[src/rtl/ct_lsu_pfu_pmmu_rsp_if.sv]
// Bundle between the PFB entry array / MMU prefetch port and the PFU page-translation responder.
// The responder uses the slave modport; the entry array and MMU side use master.
interface ct_lsu_pfu_pmmu_rsp_if #(
    parameter int ENTRY_NUM = 8,
    parameter int VPN_WIDTH = 28,
    parameter int PPN_WIDTH = 28
);
    logic                           pfu_dcache_pref_en;
    logic [ENTRY_NUM-1:0]           entry_mmu_pe_req;
    logic [2*ENTRY_NUM-1:0]         entry_mmu_pe_req_src;
    logic [ENTRY_NUM*VPN_WIDTH-1:0] entry_l1_vpn;
    logic [ENTRY_NUM*VPN_WIDTH-1:0] entry_l2_vpn;
    logic [ENTRY_NUM-1:0]           entry_mmu_pe_req_grnt;
    logic                           pfu_mmu_pe_req_sel_l1;
    logic                           pfu_mmu_req;
    logic [VPN_WIDTH-1:0]           pfu_mmu_req_vpn;
    logic                           mmu_pfu_req_rdy;
    logic                           mmu_pfu_rsp_vld;
    logic [PPN_WIDTH-1:0]           mmu_pfu_rsp_ppn;
    logic                           mmu_pfu_rsp_err;
    logic                           mmu_pfu_rsp_sec;
    logic                           mmu_pfu_rsp_share;
    logic                           pfu_get_ppn_vld;
    logic [PPN_WIDTH-1:0]           pfu_get_ppn;
    logic                           pfu_get_ppn_err;
    logic                           pfu_get_page_sec;
    logic                           pfu_get_page_share;

    modport master (
        output pfu_dcache_pref_en, entry_mmu_pe_req, entry_mmu_pe_req_src,
               entry_l1_vpn, entry_l2_vpn, mmu_pfu_req_rdy, mmu_pfu_rsp_vld,
               mmu_pfu_rsp_ppn, mmu_pfu_rsp_err, mmu_pfu_rsp_sec, mmu_pfu_rsp_share,
        input  entry_mmu_pe_req_grnt, pfu_mmu_pe_req_sel_l1, pfu_mmu_req, pfu_mmu_req_vpn,
               pfu_get_ppn_vld, pfu_get_ppn, pfu_get_ppn_err, pfu_get_page_sec,
               pfu_get_page_share
    );

    modport slave (
        input  pfu_dcache_pref_en, entry_mmu_pe_req, entry_mmu_pe_req_src,
               entry_l1_vpn, entry_l2_vpn, mmu_pfu_req_rdy, mmu_pfu_rsp_vld,
               mmu_pfu_rsp_ppn, mmu_pfu_rsp_err, mmu_pfu_rsp_sec, mmu_pfu_rsp_share,
        output entry_mmu_pe_req_grnt, pfu_mmu_pe_req_sel_l1, pfu_mmu_req, pfu_mmu_req_vpn,
               pfu_get_ppn_vld, pfu_get_ppn, pfu_get_ppn_err, pfu_get_page_sec,
               pfu_get_page_share
    );
endinterface

[src/rtl/ct_lsu_pfu_pmmu_rsp.sv]
// PFU page-translation responder: arbitrates PFB entry MMU requests, keeps one translation in flight
// and broadcasts the result. PFU_PMMU_RR_ARB_EN selects round-robin; otherwise lowest index wins.
module ct_lsu_pfu_pmmu_rsp #(
    parameter int ENTRY_NUM = 8,
    parameter int VPN_WIDTH = 28,
    parameter int PPN_WIDTH = 28
) (
    input logic                   forever_cpuclk,
    input logic                   cpurst,
    ct_lsu_pfu_pmmu_rsp_if.slave  pif
);
    localparam int PTR_W = (ENTRY_NUM > 1) ? $clog2(ENTRY_NUM) : 1;

    typedef enum logic [1:0] {IDLE, REQ, WAIT, RSP} state_t;

    state_t               state_reg;
    logic                 kill_reg;
    logic [VPN_WIDTH-1:0] vpn_reg;
    logic [PPN_WIDTH-1:0] ppn_reg;
    logic                 err_reg;
    logic                 sec_reg;
    logic                 share_reg;
    logic                 get_vld_reg;

    logic [ENTRY_NUM-1:0] req_valid;
    logic [ENTRY_NUM-1:0] src_l1;
    logic [VPN_WIDTH-1:0] l1_vpn [ENTRY_NUM];
    logic [VPN_WIDTH-1:0] l2_vpn [ENTRY_NUM];

    // A request with neither source bit set carries nothing to translate.
    genvar gi;
    generate
        for (gi = 0; gi < ENTRY_NUM; gi++) begin : g_entry
            assign req_valid[gi] = pif.entry_mmu_pe_req[gi] & (|pif.entry_mmu_pe_req_src[2*gi +: 2]);
            assign src_l1[gi]    = pif.entry_mmu_pe_req_src[2*gi];
            assign l1_vpn[gi]    = pif.entry_l1_vpn[gi*VPN_WIDTH +: VPN_WIDTH];
            assign l2_vpn[gi]    = pif.entry_l2_vpn[gi*VPN_WIDTH +: VPN_WIDTH];
        end
    endgenerate

    logic             any_req;
    logic [PTR_W-1:0] win_idx;

`ifdef PFU_PMMU_RR_ARB_EN
    logic [PTR_W-1:0]       ptr_reg;
    logic [2*ENTRY_NUM-1:0] req_dbl;
    logic [ENTRY_NUM-1:0]   req_rot;
    logic [PTR_W:0]         win_sum;

    // Rotate so the pointer entry sits at bit 0, take the lowest set bit, rotate back.
    always_comb begin
        req_dbl = {req_valid, req_valid} >> ptr_reg;
        req_rot = req_dbl[ENTRY_NUM-1:0];
        any_req = |req_valid;
        win_sum = '0;
        for (int k = ENTRY_NUM - 1; k >= 0; k--) begin
            if (req_rot[k]) win_sum = {1'b0, ptr_reg} + (PTR_W+1)'(k);
        end
        if (win_sum >= (PTR_W+1)'(ENTRY_NUM)) win_sum = win_sum - (PTR_W+1)'(ENTRY_NUM);
        win_idx = win_sum[PTR_W-1:0];
    end
`else
    always_comb begin
        any_req = |req_valid;
        win_idx = '0;
        for (int k = ENTRY_NUM - 1; k >= 0; k--) begin
            if (req_valid[k]) win_idx = PTR_W'(k);
        end
    end
`endif

    logic                 grant_fire;
    logic [VPN_WIDTH-1:0] win_vpn;

    assign grant_fire = (state_reg == IDLE) & pif.pfu_dcache_pref_en & any_req & ~cpurst;
    assign win_vpn    = src_l1[win_idx] ? l1_vpn[win_idx] : l2_vpn[win_idx];

    assign pif.entry_mmu_pe_req_grnt = grant_fire ? (ENTRY_NUM'(1) << win_idx) : '0;
    assign pif.pfu_mmu_pe_req_sel_l1 = grant_fire & src_l1[win_idx];
    assign pif.pfu_mmu_req           = (state_reg == REQ);
    assign pif.pfu_mmu_req_vpn       = vpn_reg;
    assign pif.pfu_get_ppn_vld       = get_vld_reg;
    assign pif.pfu_get_ppn           = ppn_reg;
    assign pif.pfu_get_ppn_err       = err_reg;
    assign pif.pfu_get_page_sec      = sec_reg;
    assign pif.pfu_get_page_share    = share_reg;

    always_ff @(posedge forever_cpuclk) begin
        if (cpurst) begin
            state_reg   <= IDLE;
            kill_reg    <= 1'b0;
            vpn_reg     <= '0;
            ppn_reg     <= '0;
            err_reg     <= 1'b0;
            sec_reg     <= 1'b0;
            share_reg   <= 1'b0;
            get_vld_reg <= 1'b0;
`ifdef PFU_PMMU_RR_ARB_EN
            ptr_reg     <= '0;
`endif
        end else begin
            get_vld_reg <= 1'b0;
            case (state_reg)
                IDLE: begin
                    if (grant_fire) begin
                        vpn_reg   <= win_vpn;
                        state_reg <= REQ;
`ifdef PFU_PMMU_RR_ARB_EN
                        ptr_reg   <= (win_idx == PTR_W'(ENTRY_NUM - 1)) ? '0 : win_idx + 1'b1;
`endif
                    end
                end
                REQ: begin
                    // Once the MMU has accepted, the response must be consumed even if aborted.
                    if (pif.mmu_pfu_req_rdy) begin
                        state_reg <= WAIT;
                        kill_reg  <= ~pif.pfu_dcache_pref_en;
                    end else if (!pif.pfu_dcache_pref_en) begin
                        state_reg <= IDLE;
                    end
                end
                WAIT: begin
                    if (pif.mmu_pfu_rsp_vld) begin
                        ppn_reg     <= pif.mmu_pfu_rsp_ppn;
                        err_reg     <= pif.mmu_pfu_rsp_err;
                        sec_reg     <= pif.mmu_pfu_rsp_sec;
                        share_reg   <= pif.mmu_pfu_rsp_share;
                        get_vld_reg <= ~kill_reg & pif.pfu_dcache_pref_en;
                        kill_reg    <= kill_reg | ~pif.pfu_dcache_pref_en;
                        state_reg   <= RSP;
                    end else if (!pif.pfu_dcache_pref_en) begin
                        kill_reg <= 1'b1;
                    end
                end
                RSP: begin
                    kill_reg  <= 1'b0;
                    state_reg <= IDLE;
                end
                default: state_reg <= IDLE;
            endcase
        end
    end
endmodule

[src/flat_wrapper.sv]
// flat-port wrapper written by rule: the top's interface ports become plain ports
module ct_lsu_pfu_pmmu_rsp_flat 
#(
    parameter int ENTRY_NUM = 8,
    parameter int VPN_WIDTH = 28,
    parameter int PPN_WIDTH = 28
)
  (forever_cpuclk, cpurst, pif_pfu_dcache_pref_en, pif_entry_mmu_pe_req, pif_entry_mmu_pe_req_src, pif_entry_l1_vpn, pif_entry_l2_vpn, pif_mmu_pfu_req_rdy, pif_mmu_pfu_rsp_vld, pif_mmu_pfu_rsp_ppn, pif_mmu_pfu_rsp_err, pif_mmu_pfu_rsp_sec, pif_mmu_pfu_rsp_share, pif_entry_mmu_pe_req_grnt, pif_pfu_mmu_pe_req_sel_l1, pif_pfu_mmu_req, pif_pfu_mmu_req_vpn, pif_pfu_get_ppn_vld, pif_pfu_get_ppn, pif_pfu_get_ppn_err, pif_pfu_get_page_sec, pif_pfu_get_page_share);
  ct_lsu_pfu_pmmu_rsp_if #(.ENTRY_NUM(ENTRY_NUM), .VPN_WIDTH(VPN_WIDTH), .PPN_WIDTH(PPN_WIDTH)) pif_i ();
  input logic forever_cpuclk;
  input logic cpurst;
  input wire logic [$bits(pif_i.pfu_dcache_pref_en)-1:0] pif_pfu_dcache_pref_en;
  input wire logic [$bits(pif_i.entry_mmu_pe_req)-1:0] pif_entry_mmu_pe_req;
  input wire logic [$bits(pif_i.entry_mmu_pe_req_src)-1:0] pif_entry_mmu_pe_req_src;
  input wire logic [$bits(pif_i.entry_l1_vpn)-1:0] pif_entry_l1_vpn;
  input wire logic [$bits(pif_i.entry_l2_vpn)-1:0] pif_entry_l2_vpn;
  input wire logic [$bits(pif_i.mmu_pfu_req_rdy)-1:0] pif_mmu_pfu_req_rdy;
  input wire logic [$bits(pif_i.mmu_pfu_rsp_vld)-1:0] pif_mmu_pfu_rsp_vld;
  input wire logic [$bits(pif_i.mmu_pfu_rsp_ppn)-1:0] pif_mmu_pfu_rsp_ppn;
  input wire logic [$bits(pif_i.mmu_pfu_rsp_err)-1:0] pif_mmu_pfu_rsp_err;
  input wire logic [$bits(pif_i.mmu_pfu_rsp_sec)-1:0] pif_mmu_pfu_rsp_sec;
  input wire logic [$bits(pif_i.mmu_pfu_rsp_share)-1:0] pif_mmu_pfu_rsp_share;
  output wire logic [$bits(pif_i.entry_mmu_pe_req_grnt)-1:0] pif_entry_mmu_pe_req_grnt;
  output wire logic [$bits(pif_i.pfu_mmu_pe_req_sel_l1)-1:0] pif_pfu_mmu_pe_req_sel_l1;
  output wire logic [$bits(pif_i.pfu_mmu_req)-1:0] pif_pfu_mmu_req;
  output wire logic [$bits(pif_i.pfu_mmu_req_vpn)-1:0] pif_pfu_mmu_req_vpn;
  output wire logic [$bits(pif_i.pfu_get_ppn_vld)-1:0] pif_pfu_get_ppn_vld;
  output wire logic [$bits(pif_i.pfu_get_ppn)-1:0] pif_pfu_get_ppn;
  output wire logic [$bits(pif_i.pfu_get_ppn_err)-1:0] pif_pfu_get_ppn_err;
  output wire logic [$bits(pif_i.pfu_get_page_sec)-1:0] pif_pfu_get_page_sec;
  output wire logic [$bits(pif_i.pfu_get_page_share)-1:0] pif_pfu_get_page_share;
  assign pif_i.pfu_dcache_pref_en = pif_pfu_dcache_pref_en;
  assign pif_i.entry_mmu_pe_req = pif_entry_mmu_pe_req;
  assign pif_i.entry_mmu_pe_req_src = pif_entry_mmu_pe_req_src;
  assign pif_i.entry_l1_vpn = pif_entry_l1_vpn;
  assign pif_i.entry_l2_vpn = pif_entry_l2_vpn;
  assign pif_i.mmu_pfu_req_rdy = pif_mmu_pfu_req_rdy;
  assign pif_i.mmu_pfu_rsp_vld = pif_mmu_pfu_rsp_vld;
  assign pif_i.mmu_pfu_rsp_ppn = pif_mmu_pfu_rsp_ppn;
  assign pif_i.mmu_pfu_rsp_err = pif_mmu_pfu_rsp_err;
  assign pif_i.mmu_pfu_rsp_sec = pif_mmu_pfu_rsp_sec;
  assign pif_i.mmu_pfu_rsp_share = pif_mmu_pfu_rsp_share;
  assign pif_entry_mmu_pe_req_grnt = pif_i.entry_mmu_pe_req_grnt;
  assign pif_pfu_mmu_pe_req_sel_l1 = pif_i.pfu_mmu_pe_req_sel_l1;
  assign pif_pfu_mmu_req = pif_i.pfu_mmu_req;
  assign pif_pfu_mmu_req_vpn = pif_i.pfu_mmu_req_vpn;
  assign pif_pfu_get_ppn_vld = pif_i.pfu_get_ppn_vld;
  assign pif_pfu_get_ppn = pif_i.pfu_get_ppn;
  assign pif_pfu_get_ppn_err = pif_i.pfu_get_ppn_err;
  assign pif_pfu_get_page_sec = pif_i.pfu_get_page_sec;
  assign pif_pfu_get_page_share = pif_i.pfu_get_page_share;
  ct_lsu_pfu_pmmu_rsp #(.ENTRY_NUM(ENTRY_NUM), .VPN_WIDTH(VPN_WIDTH), .PPN_WIDTH(PPN_WIDTH)) u_core (.forever_cpuclk(forever_cpuclk), .cpurst(cpurst), .pif(pif_i));
endmodule
[config.mk]
export PLATFORM = sky130hd
export DESIGN_NAME = ct_lsu_pfu_pmmu_rsp_flat
export DESIGN_NICKNAME = d
export VERILOG_FILES = /design/src/rtl/ct_lsu_pfu_pmmu_rsp_if.sv /design/src/rtl/ct_lsu_pfu_pmmu_rsp.sv /design/src/flat_wrapper.sv
export SDC_FILE = /design/constraint.sdc
export NUM_CORES = 1
export LEC_CHECK = 0
export ABC_AREA = 1
export ABC_CLOCK_PERIOD_IN_PS = 3000
export CAP_MARGIN = 20
export CORE_AREA = 5 5 220 222
export DETAILED_ROUTE_END_ITERATION = 6
export DIE_AREA = 0 0 225 227
export GPL_ROUTABILITY_DRIVEN = 1
export MAX_ROUTING_LAYER = met4
export PLACE_DENSITY_LB_ADDON = 0.1
export SYNTH_ARGS = -nofsm -noshare
export SYNTH_HDL_FRONTEND = slang
export SYNTH_SLANG_ARGS = --single-unit
[constraint.sdc]
create_clock -name forever_cpuclk -period 3 [get_ports forever_cpuclk]
set_input_delay 0.6 -clock forever_cpuclk [delete_from_list [all_inputs] [get_ports forever_cpuclk]]
set_output_delay 0.6 -clock forever_cpuclk [all_outputs]
set_load 0.02 [all_outputs]
### After elaboration in Yosys (flattened, before gate mapping)

Cells that the tools add are included.

| storage, ports and cells | value |
|---|---|
| output and inout port bits | 70 |
| input port bits | 508 |
| register bits | 63 |
| logic and storage cells | 82 |

| operators by class | value |
|---|---|
| shifts and indexed selects | 1 |
| mux-type cells | 27 |
| $lt $le $gt $ge | 2 |
| reductions and logical operators | 16 |
| equal/unequal tests | 8 |
| bitwise gates (word level) | 20 |

Operators with widths:

| kind | number |
|---|---|
| binary-select mux 28 bit (select 3 bit) | 2 |
| 2-to-1 mux 28 bit | 5 |
| 2-to-1 mux 3 bit | 8 |
| OR reduction 2 bit | 8 |
| AND 1 bit | 13 |
| 2-to-1 mux 2 bit | 4 |
| 2-to-1 mux 8 bit | 1 |
| case mux 2 bit (4 select lines) | 1 |
| OR reduction 8 bit | 1 |
| << shifter 1 x 3 -> 8 bit, first input constant | 1 |
| != test 3 bit, second input constant | 2 |
| AND reduction 3 bit | 2 |
| inverter 1 bit | 5 |
| == test 2 bit, second input constant | 2 |
| >= comparator 4 bit, second input constant | 1 |
| less-than comparator 3 x 4 -> 1 bit, second input constant | 1 |
| 2-to-1 mux 1 bit | 4 |
| != test 2 bit, second input constant | 2 |
| inverter 3 -> 4 bit | 1 |
| AND reduction 2 bit | 2 |
| binary-select mux 1 bit (select 3 bit) | 1 |
| case mux 1 bit (3 select lines) | 1 |
| nonzero test 3 bit | 1 |
| OR reduction 3 bit | 1 |
| other kinds (4) | 4 |

### Depth between registers and ports, before layout

Gate-level depths: netlist of the first run.

| logic depth | value |
|---|---|
| word-level depth | 15 |
| depth in mapped cells | 21 |
| mapped depth without buffers | 18 |

### Least setup slack after synthesis of the first run

Ideal clock, no wire load.

| timing path | value |
|---|---|
| kind | input -> output |
| start | in pif_entry_mmu_pe_req_src[1] |
| end | out pif_entry_mmu_pe_req_grnt[4] |
| slack | 0.174 ns |
| data required time | 2.400 ns |
| stages | 9 |
| buffers on the path | 2 |
| data arrival time | 2.226 ns |
| path through | o21ai_4 -> nand2_1 -> inv_2 -> nand3_1 -> inv_2 -> clkbuf_1 -> buf_1 -> nand2_1 -> nor2_1 |

| between the ends | value |
|---|---|
| word-level cells in the longest chain between the ends | 6 |
| elaborated cells between the ends (all ways) | 8 |
| classes of those cells | shift (1); mux (2); bitwise (3); reduce/logical (2) |

RTL lines:

| what | line | text |
|---|---|---|
| start: declaration | flat_wrapper.sv:14 | `input wire logic [$bits(pif_i.entry_mmu_pe_req_src)-1:0] pif_entry_mmu_pe_req_src;` |
| OR reduction 2 bit * | ct_lsu_pfu_pmmu_rsp.sv:34 | `assign req_valid[gi] = pif.entry_mmu_pe_req[gi] & (\|pif.entry_mmu_pe_req_src[2*gi +: 2]);` |
| AND 1 bit * | ct_lsu_pfu_pmmu_rsp.sv:34 |  |
| OR reduction 8 bit | ct_lsu_pfu_pmmu_rsp.sv:64 | `any_req = \|req_valid;` |
| AND 1 bit (2 in a row) | ct_lsu_pfu_pmmu_rsp.sv:75 | `assign grant_fire = (state_reg == IDLE) & pif.pfu_dcache_pref_en & any_req & ~cpurst;` |
| 2-to-1 mux 8 bit * | ct_lsu_pfu_pmmu_rsp.sv:78 | `assign pif.entry_mmu_pe_req_grnt = grant_fire ? (ENTRY_NUM'(1) << win_idx) : '0;` |
| end: declaration | flat_wrapper.sv:23 | `output wire logic [$bits(pif_i.entry_mmu_pe_req_grnt)-1:0] pif_entry_mmu_pe_req_grnt;` |

Every way passes the cells marked *; elsewhere a longest branch is shown, timed or not.

### Final worst setup path of the first run

| timing path | value |
|---|---|
| start | in pif_entry_mmu_pe_req_src[3] |
| end | out pif_pfu_mmu_pe_req_sel_l1 |

| between the ends | value |
|---|---|
| word-level cells in the longest chain between the ends | 7 |
| elaborated cells between the ends (all ways) | 10 |
| classes of those cells | mux (4); bitwise (4); reduce/logical (2) |

RTL lines:

| what | line | text |
|---|---|---|
| OR reduction 2 bit * | ct_lsu_pfu_pmmu_rsp.sv:34 |  |
| AND 1 bit * | ct_lsu_pfu_pmmu_rsp.sv:34 |  |
| 2-to-1 mux 3 bit (2 in a row) | ct_lsu_pfu_pmmu_rsp.sv:67 | `if (req_valid[k]) win_idx = PTR_W'(k);` |
| binary-select mux 1 bit (select 3 bit) | ct_lsu_pfu_pmmu_rsp.sv:79 | `assign pif.pfu_mmu_pe_req_sel_l1 = grant_fire & src_l1[win_idx];` |
| 2-to-1 mux 1 bit (not written as such) | ct_lsu_pfu_pmmu_rsp.sv:79 |  |
| AND 1 bit * | ct_lsu_pfu_pmmu_rsp.sv:79 |  |
| end: declaration | flat_wrapper.sv:24 | `output wire logic [$bits(pif_i.pfu_mmu_pe_req_sel_l1)-1:0] pif_pfu_mmu_pe_req_sel_l1;` |

Every way passes the cells marked *; elsewhere a longest branch is shown, timed or not. The select of a mux whose other input is x is not followed.

==> results of run 1 <==
## tightest hold or removal path, stage by stage, from the launching register on
cell	delay (ns)
dfxtp_1	0.31
nand2_1	0.06
a21oi_1	0.05
## cell usage after synthesis (2+ instances only)
cell type,count
nand2_1,449
nand3_1,383
inv_1,110
nand4_1,85
nor2_1,77
dfxtp_1,63
clkbuf_1,55
buf_2,48
a21oi_1,47
o21ai_0,24
nand3b_1,21
nor3_1,18
buf_1,15
nand3_2,9
buf_4,7
clkinv_1,5
buf_6,4
nand2_2,4
inv_2,3
a21oi_2,2
nor2_4,2
o21ai_2,2
## path summary, 6_finish.rpt
| check | start | endpoint | slack (ns) | cells past startpoint |
|---|---|---|---|---|
| setup / recovery | pif_entry_mmu_pe_req_src[3] | pif_pfu_mmu_pe_req_sel_l1 | 0.1 | 11 |
| hold / removal | u_core.pif.pfu_get_ppn[16] | u_core.pif.pfu_get_ppn[16] | 0.46 | 2 |
| setup reg to reg | u_core.state_reg[0] | u_core.pif.pfu_mmu_req_vpn[2] | 1.07 | 13 |
| hold reg to reg | u_core.pif.pfu_get_ppn[16] | u_core.pif.pfu_get_ppn[16] | 0.46 | 2 |
## metal layers
layer | global-route usage | routed length (um) | vias to the layer above | part of all wire
met5 | - | 0 | - | 0
li1 | - | - | 5915 | -
met3 | 0.0628 | 4220 | 28 | 0.071
met2 | 0.414 | 31300 | 399 | 0.52
met4 | 0.0273 | 542 | 0 | 0.0091
met1 | 0.252 | 23700 | 5674 | 0.40
## power by group through the flow
stage               Clock, mW  Combinational (mW)  Sequential [mW]
floorplan                   0                1.04            0.987
global placement            0                2.48            0.938
detailed placement          0                2.48            0.939
CTS                     0.998                2.53            0.922
global route             1.03                2.75            0.928
finish                  0.961                2.51            0.921
## cells by family after synthesis
group,count (synthesis)
and+or+nand+nor,1051
buffers and inverters,247
AOI/OAI and AO/OA,80
DFF,63
## timing repair
item / in CTS / in global routing
resized for setup: 69 / 14
setup endpoints to repair: 29 / 15
pin swaps: 21 / 15
buffers inserted: 9 / 5
cloned: 0 / 2
## layout make-up
class                   count  area, um^2
diodes                     13        32.5
clock buffers               9         225
clock inverters             6        37.5
fillers                  5147       31200
inverters                 118         445
multi-input cells        1131        5440
flip-flops and latches     63        1260
well taps                 607         759
repair buffers            675        6760
==> reports/qor.txt, run 1 <==
Max Buffers Root-to-Sink - 2
Internal Power - 2.64 mW
WHS - 0.461 ns
Syn. warnings - 0
DIE HEIGHT - 227 um
Psw - 1.75 mW
Final hold vios - 0
DR vias/cell - 4.58
CTS Root Buffer Type - clkbuf_16
Synth Area in Adders - 0
Clk sinks - 63
Simple-gate share of the synthesized area - 0.638
Finished Layout Cells - 2622
Compound-gate portion of the synthesized area - 0.0575
Post-synthesis mux area share - 0
Initial antenna violation count - 13
Core Region - 0.0462 mm^2
TritonCTS buffer count - 9
Final Slew Violations - 0
Netlist cell types - 30
Post-synth top area share - 0.253
Max_slew headroom - 0.517
Net Count, Synth - 1949
Final Core Density - 0.324
Fmax - 345 MHz
Seq pwr share - 0.210
H-tree levels - 3
Async SR Flop Fraction - 0
Largest delay share family, worst path - buffers and inverters
Initial DRC Count - 598
Worst path slowest cell - clkdlybuf4s50_1
Clock latency on the worst-skew pair - 0.34 ns
Switch share - 0.398
Status - finished, final reports clean
Most frequent cells in the layout - 549 x clkdlybuf4s50_1, 440 x nand2_1, 381 x nand3_1
Period utilization - 0.967
Worst setup path class - in -> out
Share of total power in the clock network - 0.219
Pre-CTS worst setup slack - -0.471 ns
Initial Utilization - 0.164
Antenna Violating Nets Remaining - 0
Max Cap Viol - 0
RSZ-0062 raised after global routing - no
Combinational Power Share - 0.572
Synthesis-to-finish area growth - 97.4%
Placed cell count - 2578
Clock skew - 0.00436 ns
Die Wd - 225 um
Post-DP HPWL - 47600 um
Pleak - 6.46 nW
Setup tns final - 0 ns
Finished Cell Area - 0.0150 mm^2
Worst VDD drop - 270 uV
Area leader, netlist - nand3_1
Synth Cell Area - 0.00758 mm^2
Post-DP Area - 0.0144 mm^2
Placer congestion estimate - 0.919
First-pass GRT wire length - 84500 um
Final setup viols - 0
Largest family of logic cells by synthesized area - simple AND/OR/NAND/NOR gates
Xor/xnor share of the synthesized area - 0
Drt pass-1 iters - 5
Hold Path Class - reg -> reg
CP Buf/Inv Count - 5
Detailed-route via count - 12000
Grt total ovfl - 0
Largest net degree at the start of global routing - 77
Most common cell after layout, fill and taps aside - clkdlybuf4s50_1
Register bit count reported by yosys - 63
Worst-Margin Slew - 0.725 ns
Top FF cell, synth - dfxtp_1
Layout cell share with drive strength beyond 1 - 0.0869
Fin worst setup slack - 0.0981 ns
Syn Inst Count - 1441
Gr usage total - 0.226
Crit path required time - 2.40 ns
CP cell instances - clkdlybuf4s50_1, o21ai_2, nand2_2, inv_2, buf_4, nand2_4, nand3b_1, nand3_2, buf_6, a21oi_4, buf_12
Avg WL per Cell - 22.8 um
Max stage delay on crit path - 0.41 ns
IO Count - 578
Total power - 4.39 mW
Final min period - 2.90 ns
Dominant cells by area after synthesis - nand3_1 25%, nand2_1 22%, dfxtp_1 17%
Net count, final - 2506
Rows - 79
Critical path peak fanout - 8
Worst-path clk slew - 0.05 ns
EDFF count, synth - 0
Hold buffers post-CTS - 0
CP Launch Type - primary input
TritonCTS clock tree - built
Number of global-route vias before repair - 12500
# DRC - 0
Die area - 0.0511 mm^2
Worst setup EP type - output port
Seq/Total Area, Yosys - 0.166
Mapped Avg Cell Area - 5.26 um^2
Crit path DAT - 2.30 ns
Routed WL - 59700 um
Buffers on Ports - 577
Power per cell area - 294 mW/mm^2
Power figures use the tool's default switching activity.
==> inputs of run 2 (changes only) <==
Settings changed: CORE_AREA 5 5 220 222 to 5 5 223 225, DIE_AREA 0 0 225 227 to 0 0 228 230.
==> run 2 against run 1 <==
- worst hold slack worse by 0.0027 ns
- sequential cell count unchanged
- critical path depth decreased by 2
- die area increased by 2.7%
- clock skew up 0.0047 ns
- non-clock buffer count down 6
==> reports/qor.txt, run 2 (synthesis gave the netlist of run 1 again) <==
Status - finished, final reports clean (unchanged)
Combinational Power Share - 0.540 (was 0.572)
Placer congestion estimate - 0.877 (was 0.919)
Clock latency on the worst-skew pair - 0.34 ns (about the same)
Avg WL per Cell - 22.6 um (was 22.8 um)
Most frequent cells in the layout - 549 x clkdlybuf4s50_1, 439 x nand2_1, 381 x nand3_1 (was 549 x clkdlybuf4s50_1, 440 x nand2_1, 381 x nand3_1)
Rows - 80 (was 79)
Worst-path clk slew - 0.06 ns (was 0.05 ns)
Reg-to-reg critical path endpoint - u_core.pif.pfu_mmu_req_vpn[4] (was u_core.pif.pfu_mmu_req_vpn[2])
Detailed-route via count - 12000 (about the same)
Max Buffers Root-to-Sink - 2 (unchanged)
DR vias/cell - 4.53 (was 4.58)
Hold path startpoint - u_core.pif.pfu_get_ppn[16] (unchanged)
Final setup viols - 0 (unchanged)
Worst setup EP type - output port (unchanged)
Die area - 0.0524 mm^2 (was 0.0511 mm^2)
Net count, final - 2500 (was 2506)
Final Core Density - 0.315 (was 0.324)
# DRC - 0 (unchanged)
Synthesis-to-finish area growth - 96.7% (was 97.4%)
IO Count - 578 (unchanged)
CTS Root Buffer Type - clkbuf_16 (unchanged)
WHS - 0.459 ns (was 0.461 ns)
Pleak - 6.44 nW (was 6.46 nW)
TritonCTS clock tree - built (unchanged)
Finished Layout Cells - 2641 (was 2622)
Post-DP HPWL - 48400 um (was 47600 um)
First-pass GRT wire length - 86000 um (was 84500 um)
CP cell instances - clkdlybuf4s50_1, o21ai_4, nand2_2, a21oi_4, buf_4, nand2_2, buf_12, nor2_1, dlygate4sd2_1 (was clkdlybuf4s50_1, o21ai_2, nand2_2, inv_2, buf_4, nand2_4, nand3b_1, nand3_2, buf_6, a21oi_4, buf_12)
Final hold vios - 0 (unchanged)
Die Wd - 228 um (was 225 um)
Largest net degree at the start of global routing - 83 (was 77)
Worst-Margin Slew - 0.763 ns (was 0.725 ns)
Placed cell count - 2587 (was 2578)
Hold Path Class - reg -> reg (unchanged)
Routed WL - 59700 um (about the same)
Worst VDD drop - 267 uV (was 270 uV)
Layout cell share with drive strength beyond 1 - 0.0836 (was 0.0869)
DIE HEIGHT - 230 um (was 227 um)
Psw - 1.77 mW (was 1.75 mW)
Clk sinks - 63 (unchanged)
Gr usage total - 0.223 (was 0.226)
Period utilization - 0.972 (was 0.967)
Max Cap Viol - 0 (unchanged)
Critical path peak fanout - 4 (was 8)
Fmax - 343 MHz (was 345 MHz)
Max stage delay on crit path - 0.45 ns (was 0.41 ns)
TritonCTS buffer count - 9 (unchanged)
Antenna Violating Nets Remaining - 0 (unchanged)
Buffers on Ports - 577 (unchanged)
Drt pass-1 iters - 5 (unchanged)
H-tree levels - 3 (unchanged)
Final min period - 2.92 ns (was 2.90 ns)
Worst Hold Path Cells - 2 (unchanged)
Final Slew Violations - 0 (unchanged)
Min-Delay Endpoint - u_core.pif.pfu_get_ppn[16] (unchanged)
Clock skew - 0.00908 ns (was 0.00436 ns)
Max_slew headroom - 0.491 (was 0.517)
Worst R2R Path Depth - 13 (unchanged)
Hold buffers post-CTS - 0 (unchanged)
Crit path DAT - 2.32 ns (was 2.30 ns)
Initial DRC Count - 572 (was 598)
Cell count along the critical path - 9 (was 11)
Worst r2r src - u_core.state_reg[0] (unchanged)
CP Buf/Inv Count - 4 (was 5)
Internal Power - 2.82 mW (was 2.64 mW)
Worst path slowest cell - clkdlybuf4s50_1 (unchanged)
Share of total power in the clock network - 0.259 (was 0.219)
Most frequent CP cell - nand2_2
Power per cell area - 307 mW/mm^2 (was 294 mW/mm^2)
Worst setup path class - in -> out (unchanged)
Initial Utilization - 0.160 (was 0.164)
CP Launch Type - primary input (unchanged)
Seq pwr share - 0.201 (was 0.210)
Most common cell after layout, fill and taps aside - clkdlybuf4s50_1 (unchanged)
Initial antenna violation count - 28 (was 13)
Flop2flop setup slack - 1.00 ns (was 1.07 ns)
Switch share - 0.385 (was 0.398)
Largest delay share family, worst path - buffers and inverters (unchanged)
Core Region - 0.0473 mm^2 (was 0.0462 mm^2)
Number of global-route vias before repair - 12300 (was 12500)
Grt total ovfl - 0 (unchanged)
Crit path required time - 2.40 ns (about the same)
==> run 2: changes by cell type in the layout (fill, tap and decap cells not counted), sizes merged <==
cell           delta
bufinv            +2
clkbuf            +1
clkinv            -4
buf               -6
diode            +16
dlymetal6s2s      +2
clkinvlp          +1
inv               +1
clkdlybuf4s15     -2
==> run 2: worst reg2reg max path: cells and delay by family, from the launching register on <==
kind	cells	cell delay (ns)
flops	1	0.33
simple gates	5	0.67
buf+inv	7	0.87
compound gates	1	0.06
==> run 2: worst max path at each step <==
stage | start | endpoint | slack, ns
floorplan | pif_entry_mmu_pe_req_src[1] | pif_entry_mmu_pe_req_grnt[4] | 0.17
global placement | pif_entry_mmu_pe_req_src[14] | u_core.pif.pfu_mmu_req_vpn[1] | -0.54
detailed placement | pif_entry_mmu_pe_req_src[4] | u_core.pif.pfu_mmu_req_vpn[1] | -0.53
CTS | pif_entry_mmu_pe_req[6] | pif_entry_mmu_pe_req_grnt[1] | 0.003
global route | pif_entry_mmu_pe_req_src[1] | pif_pfu_mmu_pe_req_sel_l1 | -0.02
finish | pif_entry_mmu_pe_req_src[1] | pif_entry_mmu_pe_req_grnt[3] | 0.08
==> run 2: cell type report <==
class / count / area, um^2
Tap cell: 615 / 769
Fill cell: 5293 / 32400
Sequential cell: 63 / 1260
Multi-Input combinational cell: 1131 / 5410
Clock inverter: 6 / 90.1
Antenna cell: 29 / 72.6
Inverter: 118 / 445
Clock buffer: 10 / 239
Timing Repair Buffer: 669 / 6620
==> run 2: repair_timing <==
action | 4_1_cts | 5_1_grt
gates resized for setup | 57 | 16
pin swaps | 23 | 14
endpoints found under the setup margin | 29 | 27
setup buffers | 8 | 1
==> run 2: metrics by stage <==
step | TNS (ns) | area (um^2) | worst slack [ns] | power [mW]
floorplan | 0 | 7580 | 0.174 | 2.03
global placement | -11.87 | 14400 | -0.542 | 3.41
detailed placement | -13.01 | 14400 | -0.528 | 3.42
CTS | 0 | 14800 | 0.00276 | 4.66
global route | -0.0223 | 14900 | -0.0218 | 4.90
finish | 0 | 14900 | 0.0837 | 4.58
==> run 2: metal layers <==
metal	GRT usage	vias to the layer above	routed length [um]
li1	-	5922	-
met1	0.239	5600	23000
met2	0.402	404	31400
met3	0.0682	43	4180
met4	0.0594	0	1060
met5	-	-	0
==> run 2: power by group through the flow <==
stage               logic (mW)  registers, mW  clock network [mW]
CTS                       2.51          0.921                1.22
floorplan                 1.04          0.987                   0
detailed placement        2.48          0.938                   0
global route              2.71          0.927                1.26
global placement          2.47          0.937                   0
finish                    2.47          0.920                1.19
